File: config.mk
export PLATFORM = sky130hd
export DESIGN_NAME = bus_arbiter
export DESIGN_NICKNAME = d
export VERILOG_FILES = /design/src/rtl/bus_arbiter.sv
export SDC_FILE = /design/constraint.sdc
export NUM_CORES = 1
export LEC_CHECK = 0
export BUFFER_PORTS_ARGS = -buffer_cell sky130_fd_sc_hd__buf_2
export CAP_MARGIN = 30
export CELL_PAD_IN_SITES_DETAIL_PLACEMENT = 0
export CELL_PAD_IN_SITES_GLOBAL_PLACEMENT = 1
export CORE_AREA = 2 2 121 123
export CTS_CLUSTER_SIZE = 10
export DETAILED_ROUTE_END_ITERATION = 7
export DIE_AREA = 0 0 123 125
export MAX_ROUTING_LAYER = met4
export PLACE_DENSITY = 0.73
export SETUP_SLACK_MARGIN = 0.05
export SYNTH_ARGS = -nofsm -noshare
export SYNTH_HDL_FRONTEND = slang
export SYNTH_SLANG_ARGS = --single-unit
File: constraint.sdc
create_clock -name bclk -period 2.7 [get_ports bclk]
set_input_delay 0.27 -clock bclk [delete_from_list [all_inputs] [get_ports bclk]]
set_output_delay 0.27 -clock bclk [all_outputs]
set_load 0.1 [all_outputs]
File: src/rtl/bus_arbiter.sv
// Two-master bus arbiter sharing one downstream bus port (breq/bgnt/bstart/bdone handshake).
// Optional BUSY watchdog enabled by defining BUS_ARB_TIMEOUT_EN.

package bus_if_types_pkg;
   typedef enum logic [1:0] {TSIZE_BYTE, TSIZE_HALF, TSIZE_WORD} tsize_e;
   typedef enum logic       {TTYPE_READ, TTYPE_WRITE}            ttype_e;
endpackage

module bus_arbiter
   import bus_if_types_pkg::*;
#(
   parameter int unsigned FIXED_PRIO     = 0,
   parameter int unsigned TIMEOUT_CYCLES = 256
) (
   input  logic        bclk,
   input  logic        brst,

   input  logic        m0_breq,
   output logic        m0_bgnt,
   input  logic        m0_bstart,
   input  logic [31:0] m0_addr,
   input  logic [31:0] m0_wdata,
   input  tsize_e      m0_tsize,
   input  ttype_e      m0_ttype,
   output logic [31:0] m0_rdata,
   output logic        m0_berror,
   output logic        m0_bdone,

   input  logic        m1_breq,
   output logic        m1_bgnt,
   input  logic        m1_bstart,
   input  logic [31:0] m1_addr,
   input  logic [31:0] m1_wdata,
   input  tsize_e      m1_tsize,
   input  ttype_e      m1_ttype,
   output logic [31:0] m1_rdata,
   output logic        m1_berror,
   output logic        m1_bdone,

   output logic        s_bstart,
   output logic [31:0] s_addr,
   output logic [31:0] s_wdata,
   output tsize_e      s_tsize,
   output ttype_e      s_ttype,
   input  logic [31:0] s_rdata,
   input  logic        s_berror,
   input  logic        s_bdone
);

   if (TIMEOUT_CYCLES < 2 || TIMEOUT_CYCLES > 65535) begin : g_bad_timeout
      $error("bus_arbiter: TIMEOUT_CYCLES must be in 2..65535");
   end

   typedef enum logic [1:0] {ST_IDLE, ST_GRANT, ST_BUSY} state_e;

   state_e r_state;
   logic   r_owner;
   logic   r_rr_last;

   logic        w_both_req;
   logic        w_any_req;
   logic        w_win_idle;
   logic        w_win_done;
   logic        w_own_breq;
   logic        w_own_bstart;
   logic        w_busy;
   logic        w_to_fire;
   logic        w_done;
   logic [31:0] w_rdata_ret;
   logic        w_berror_ret;

   assign w_both_req   = m0_breq & m1_breq;
   assign w_any_req    = m0_breq | m1_breq;
   assign w_own_breq   = r_owner ? m1_breq   : m0_breq;
   assign w_own_bstart = r_owner ? m1_bstart : m0_bstart;
   assign w_busy       = (r_state == ST_BUSY);

   // Completion re-arbitration uses rr_last as it will be after this cycle (= current owner).
   assign w_win_idle = w_both_req ? ((FIXED_PRIO != 0) ? 1'b0 : ~r_rr_last) : m1_breq;
   assign w_win_done = w_both_req ? ((FIXED_PRIO != 0) ? 1'b0 : ~r_owner)   : m1_breq;

`ifdef BUS_ARB_TIMEOUT_EN
   localparam logic [15:0] TO_LAST = 16'(TIMEOUT_CYCLES - 1);

   logic [15:0] r_to_cnt;

   always_ff @(posedge bclk) begin
      if (brst || !w_busy) begin
         r_to_cnt <= '0;
      end else if (!s_bdone) begin
         r_to_cnt <= r_to_cnt + 16'd1;
      end
   end

   assign w_to_fire = w_busy && !s_bdone && (r_to_cnt == TO_LAST);
`else
   assign w_to_fire = 1'b0;
`endif

   assign w_done       = w_busy && (s_bdone || w_to_fire);
   assign w_rdata_ret  = w_to_fire ? '0 : s_rdata;
   assign w_berror_ret = w_to_fire | s_berror;

   always_ff @(posedge bclk) begin
      if (brst) begin
         r_state   <= ST_IDLE;
         r_owner   <= 1'b0;
         r_rr_last <= 1'b1;
      end else begin
         case (r_state)
            ST_IDLE: begin
               if (w_any_req) begin
                  r_owner <= w_win_idle;
                  r_state <= ST_GRANT;
               end
            end
            ST_GRANT: begin
               if (w_own_bstart) begin
                  r_state <= ST_BUSY;
               end else if (!w_own_breq) begin
                  r_state <= ST_IDLE;
               end
            end
            ST_BUSY: begin
               if (w_done) begin
                  r_rr_last <= r_owner;
                  if (w_any_req) begin
                     r_owner <= w_win_done;
                     r_state <= ST_GRANT;
                  end else begin
                     r_state <= ST_IDLE;
                  end
               end
            end
            default: r_state <= ST_IDLE;
         endcase
      end
   end

   assign m0_bgnt = (r_state != ST_IDLE) && !r_owner;
   assign m1_bgnt = (r_state != ST_IDLE) &&  r_owner;

   always_comb begin
      s_bstart = (r_state == ST_GRANT) && w_own_bstart;
      s_addr   = '0;
      s_wdata  = '0;
      s_tsize  = TSIZE_BYTE;
      s_ttype  = TTYPE_READ;
      if (r_state != ST_IDLE) begin
         s_addr  = r_owner ? m1_addr  : m0_addr;
         s_wdata = r_owner ? m1_wdata : m0_wdata;
         s_tsize = r_owner ? m1_tsize : m0_tsize;
         s_ttype = r_owner ? m1_ttype : m0_ttype;
      end
   end

   always_comb begin
      m0_bdone  = 1'b0;
      m0_berror = 1'b0;
      m0_rdata  = '0;
      m1_bdone  = 1'b0;
      m1_berror = 1'b0;
      m1_rdata  = '0;
      if (w_busy) begin
         if (r_owner) begin
            m1_bdone  = w_done;
            m1_berror = w_berror_ret;
            m1_rdata  = w_rdata_ret;
         end else begin
            m0_bdone  = w_done;
            m0_berror = w_berror_ret;
            m0_rdata  = w_rdata_ret;
         end
      end
   end

endmodule

---- Yosys cells after proc, flatten, opt, wreduce, memory -nomap -nowiden ----
Cells that the tools add are included.
word-level totals
  register bits ........................... 4
  input bits .............................. 174
  output and inout bits ................... 138
cells by class
  equal/unequal tests ..................... 6
  multiplexer cells ....................... 34
  bitwise logic cells ..................... 4
  reductions and logical operators ........ 11
operator list
  kind                  count
  $mux W32              8
  $mux W1               18
  $mux W2               6
  $pmux W2 S3           1
  $logic_and A1 B1 Y1   4
  $ne A2 B2 Y1 const B  2
  $reduce_and A4 Y1     1
  $reduce_bool A2 Y1    2
  $ne A3 B3 Y1 const B  1
  $reduce_and A3 Y1     1
  $eq A2 B1 Y1 const B  1
  $eq A2 B2 Y1 const B  1
  $logic_not A2 Y1      1
  $ne A2 B1 Y1 const B  1
  $not A1 Y1            2
  $pmux W1 S2           1
  $reduce_and A2 Y1     1
  $and A1 B1 Y1         1
  $logic_not A1 Y1      1
  $or A1 B1 Y1          1

---- Depth between registers and ports, before layout ----
  word-level depth ........................ 5
  mapped depth ............................ 6
  gate-level depth less buffers ........... 3

---- Least setup slack after synthesis ----
OpenSTA, ideal clock, no wires.
  path kind ............................... reg-to-output
  from .................................... register r_state[0]
  to ...................................... output s_addr[22]
  arrival time ............................ 2.034 ns
  data required time ...................... 2.430 ns
  slack ................................... 0.396 ns
  stages on the path, launching flop included .. 6
  path through ............................ dfxtp_1 nor2_2 nor2b_1 buf_2 buf_2 a22o_1
between the ends
  cells in the longest elaborated chain, start to end .. 2
ends and longest elaborated chain
  what                      line  source
  start: declaration        56    state_e r_state;
  start signal: assignment  106   r_state <= ST_IDLE;
  start signal: assignment  114   r_state <= ST_GRANT;
  start signal: assignment  119   r_state <= ST_BUSY;
  $reduce_bool A2 Y1        149   if (r_state != ST_IDLE) begin
  $mux W32                  149
  end: declaration          41    output logic [31:0] s_addr,
No other way between the ends.

---- Worst setup path after layout ----
  from .................................... register r_state[0]
  to ...................................... output s_wdata[12]
between the ends
  cells in the longest elaborated chain, start to end .. 2
ends and longest elaborated chain
  what                line  source
  $reduce_bool A2 Y1  149
  $mux W32            149
  end: declaration    42    output logic [31:0] s_wdata,
No other way between the ends.

==> flow_summary.html <==
<table>
<tr><th>Metric</th><th>Value</th></tr>
<tr><th colspan="2">Clock network</th></tr>
<tr><td>Number of buffers on the longest clock path</td><td>2</td></tr>
<tr><td># resized after CTS</td><td>0</td></tr>
<tr><td>Number of H-tree levels</td><td>1</td></tr>
<tr><td>CTS tree</td><td>done</td></tr>
<tr><td>Clock sink count</td><td>4</td></tr>
<tr><td>Clk pin slew, worst setup/hold paths</td><td>0.03 ns</td></tr>
<tr><td>Post-CTS Hold Buffers</td><td>0</td></tr>
<tr><td>Source-to-sink clock delay at the later pin of the worst-skew pair</td><td>0.23 ns</td></tr>
<tr><td>Root Driver</td><td>sky130_fd_sc_hd__clkbuf_16</td></tr>
<tr><td>Inserted Clock Buffers</td><td>3</td></tr>
<tr><td>Post-CTS setup repair buffer count</td><td>0</td></tr>
<tr><th colspan="2">Synthesis</th></tr>
<tr><td>Post-Synthesis Mean Instance Area</td><td>7.59 um^2</td></tr>
<tr><td>Number of distinct library cell variants in the gate-level netlist after synthesis</td><td>25</td></tr>
<tr><td>Cell type with the largest total area after synthesis</td><td>sky130_fd_sc_hd__a22o_1</td></tr>
<tr><td>Number of enable-type register cells in the synthesized netlist</td><td>0</td></tr>
<tr><td>Nets in the synthesized netlist</td><td>363</td></tr>
<tr><td>Netlist area before placement</td><td>0.00143 mm^2</td></tr>
<tr><td>Area contributors post-synth</td><td>sky130_fd_sc_hd__a22o_1, sky130_fd_sc_hd__and3_1, sky130_fd_sc_hd__and2_1</td></tr>
<tr><td>Count of mapped cells out of synthesis</td><td>189</td></tr>
<tr><td>Most frequent cells after synthesis</td><td>sky130_fd_sc_hd__a22o_1, sky130_fd_sc_hd__and3_1, sky130_fd_sc_hd__and2_1, sky130_fd_sc_hd__buf_2, sky130_fd_sc_hd__buf_6</td></tr>
<tr><td>Number of warnings printed during yosys synthesis</td><td>0</td></tr>
<tr><td>Number of synthesized register bits</td><td>4</td></tr>
<tr><td>Share of synthesized registers carrying an async set or reset</td><td>0</td></tr>
<tr><td>Top-count cell post-synth</td><td>sky130_fd_sc_hd__a22o_1</td></tr>
<tr><td>Flip-flop cell with the highest count after synthesis</td><td>sky130_fd_sc_hd__dfxtp_1</td></tr>
<tr><td>Proportion of synthesized chip area in sequential cells</td><td>0.0558</td></tr>
<tr><td>Area share of the largest cell type after synthesis</td><td>0.409</td></tr>
<tr><th colspan="2">STA</th></tr>
<tr><td>Slew Viols, Final</td><td>0</td></tr>
<tr><td>Worst hold slack</td><td>0.258 ns</td></tr>
<tr><td>Worst slew margin relative to its limit</td><td>0.644</td></tr>
<tr><td>Tmin final</td><td>2.24 ns</td></tr>
<tr><td>Number of setup violations in the final report</td><td>0</td></tr>
<tr><td>Period utilisation layout</td><td>0.828</td></tr>
<tr><td>Worst-Margin Slew</td><td>0.533 ns</td></tr>
<tr><td>Timing-limited maximum frequency</td><td>0.447 GHz</td></tr>
<tr><td>Final sum of negative setup slack</td><td>0 ns</td></tr>
<tr><td>RSZ-0062 raised after global routing</td><td>no</td></tr>
<tr><td>Count of final hold-check violations</td><td>0</td></tr>
<tr><td>Post-route clock skew</td><td>0.00255 ns</td></tr>
<tr><th colspan="2">Place</th></tr>
<tr><td>DP HPWL</td><td>9.90 mm</td></tr>
<tr><td>Area after detailed placement</td><td>0.00470 mm^2</td></tr>
<tr><td>Count of input and output buffers</td><td>311</td></tr>
<tr><td>Placer congestion estimate</td><td>0.775</td></tr>
<tr><td>Cell Count Post-Placement</td><td>671</td></tr>
<tr><th colspan="2">Cells and area</th></tr>
<tr><td>Antenna fix cells</td><td>0</td></tr>
<tr><td>Fraction of layout instances using a drive strength above 1</td><td>0.680</td></tr>
<tr><td>Number of nets in the layout</td><td>666</td></tr>
<tr><td>Final cell count without fillers</td><td>674</td></tr>
<tr><td>Final std cell area, no fill</td><td>0.00478 mm^2</td></tr>
<tr><td>Synthesis-to-finish area growth</td><td>233%</td></tr>
<tr><th colspan="2">Drt</th></tr>
<tr><td>Ratio of routed vias to standard cells</td><td>4.09</td></tr>
<tr><td>Wirelength per Cell</td><td>16.9 um</td></tr>
<tr><td>DR vias</td><td>2759</td></tr>
<tr><td>Residual DRC count</td><td>0</td></tr>
<tr><td>Starting DRT DRC Count</td><td>77</td></tr>
<tr><td>DRT antenna net count</td><td>0</td></tr>
<tr><td>Total routed wirelength</td><td>11.4 mm</td></tr>
<tr><td>Number of detailed-routing iterations run before antenna repair</td><td>4</td></tr>
<tr><th colspan="2">Critical path</th></tr>
<tr><td>CP top delay family</td><td>simple AND/OR/NAND/NOR gates</td></tr>
<tr><td>CP startpoint kind</td><td>flop</td></tr>
<tr><td>Worst R2R Path Depth</td><td>4</td></tr>
<tr><td>Worst EP arrival</td><td>1.97 ns</td></tr>
<tr><td>Critical register-to-register path startpoint</td><td>r_owner</td></tr>
<tr><td>Critical path buffers and inverters</td><td>2</td></tr>
<tr><td>Depth of the critical timing path with buffers and inverters included</td><td>5</td></tr>
<tr><td>Critical path startpoint</td><td>r_state[0]</td></tr>
<tr><td>CP Data Required Time</td><td>2.43 ns</td></tr>
<tr><td>CP cell instances</td><td>nor2_2 -&gt; nor2_4 -&gt; buf_4 -&gt; a22o_1 -&gt; buf_12</td></tr>
<tr><td>Type of the worst setup path</td><td>reg -&gt; out</td></tr>
<tr><td>Critical Path Fanout Max</td><td>17</td></tr>
<tr><td>Endpoint class of the critical path</td><td>output pin</td></tr>
<tr><td>Slack of the worst reg-to-reg path</td><td>1.26 ns</td></tr>
<tr><td>Critical Path Slowest Stage Cell</td><td>sky130_fd_sc_hd__dfxtp_1</td></tr>
<tr><td>Reg2Reg Capture Point</td><td>r_state[0]</td></tr>
<tr><td>Largest stage delay on the critical path</td><td>0.44 ns</td></tr>
<tr><th colspan="2">Global route</th></tr>
<tr><td>Total gr overflow</td><td>0</td></tr>
<tr><td>Antenna violations before repair</td><td>0</td></tr>
<tr><td>Overall routing resource usage</td><td>0.137</td></tr>
<tr><td>Maximum number of pins on one net before global-route repair</td><td>40</td></tr>
<tr><td>Number of global-route vias before repair</td><td>2696</td></tr>
<tr><td>Global-route wire length before repair</td><td>15.6 mm</td></tr>
<tr><th colspan="2">Pwr</th></tr>
<tr><td>Leakage power summed over all cells</td><td>2.47 nW</td></tr>
<tr><td>Pwr dens</td><td>458 mW/mm^2</td></tr>
<tr><td>Worst IR Drop VDD</td><td>0.248 mV</td></tr>
<tr><th colspan="2">Worst hold path</th></tr>
<tr><td>Hold Startpoint</td><td>brst</td></tr>
<tr><td>Hold WC Path Type</td><td>in -&gt; reg</td></tr>
<tr><td>Worst hold path stage count</td><td>2</td></tr>
<tr><td>Hold path endpoint</td><td>r_state[0]</td></tr>
<tr><th colspan="2">Die</th></tr>
<tr><td>Y dimension of the die</td><td>125 um</td></tr>
<tr><td>Die footprint</td><td>0.0154 mm^2</td></tr>
<tr><td>Overall die width</td><td>123 um</td></tr>
<tr><td>Number of cell rows</td><td>44</td></tr>
<tr><td>Top-level port count</td><td>312</td></tr>
<tr><td>Initial core utilization</td><td>0.101</td></tr>
<tr><td>Core area</td><td>0.0142 mm^2</td></tr>
<tr><th colspan="2">Status</th></tr>
<tr><td>Outcome</td><td>complete, no violations</td></tr>
<tr><th colspan="2">Run</th></tr>
<tr><td>Number of maximum-capacitance violations</td><td>0</td></tr>
</table>
## metrics by stage
stage / utilization / setup WS [ns] / total power, mW
final: 0.336 / 0.463 / 2.19
after global routing: 0.336 / 0.323 / 2.25
after CTS: 0.336 / 0.424 / 2.20
after detailed placement: 0.331 / 0.680 / 1.96
after global placement: 0.331 / 0.722 / 1.96
after floorplan: - / 0.396 / 1.20
## cell families after synthesis
kind of cell           share of synthesized area
buffers and inverters                      0.124
AND/OR/NAND/NOR                            0.365
flip-flops                                0.0558
AO/OA/AOI/OAI                              0.434
multiplexers                              0.0218
## layout make-up
cell class | count | area (um^2)
Multi-Input combinational cell | 158 | 1190
Inverter | 1 | 3.75
Fill cell | 1481 | 9430
Timing Repair Buffer | 324 | 3200
Sequential cell | 4 | 80.1
Clock buffer | 3 | 75.1
Tap cell | 184 | 230
## flip-flops by register name (all words and copies together) (netlist names)
register / count
r_rr_last: 1
r_owner: 1
r_state: 2
## metal layers
layer  global-route usage  wire, um  up-vias
li1                     -         -     1331
met1                0.162      4520     1251
met2                0.247      5740      169
met3               0.0242      1020        8
met4               0.0154        72        0
met5                    -         0        -
## worst max-delay path by stage
stage	slack (ns)	endpoint
4_1_cts	0.42	s_wdata[12]
3_3_place_gp	0.72	s_wdata[12]
5_1_grt	0.32	s_wdata[12]
6_report	0.46	s_wdata[12]
3_5_place_dp	0.68	s_wdata[12]
2_1_floorplan	0.40	s_addr[22]
## worst register-to-register path, stage by stage, from the launching register on
cell	delay [ns]
sky130_fd_sc_hd__dfxtp_1	0.42
sky130_fd_sc_hd__buf_4	0.35
sky130_fd_sc_hd__mux2_1	0.37
sky130_fd_sc_hd__nand4b_1	0.11
sky130_fd_sc_hd__a21oi_1	0.07
## where the power goes
group          switching (mW)  internal (mW)
Combinational            1.23          0.663
Sequential            0.00632         0.0637
Clock                  0.0417          0.189
## cells in the final DEF (no fill, tap or decap), drive strengths merged, types with 2 or more instances in the layout
cell,synthesis,layout
nor2,4,4
nand2,3,3
mux2i,2,2
dfxtp,4,4
and3,34,34
buf,23,324
a22o,67,67
clkbuf,3,3
and2,33,33
nor2b,4,4
Power figures use the tool's default switching activity.
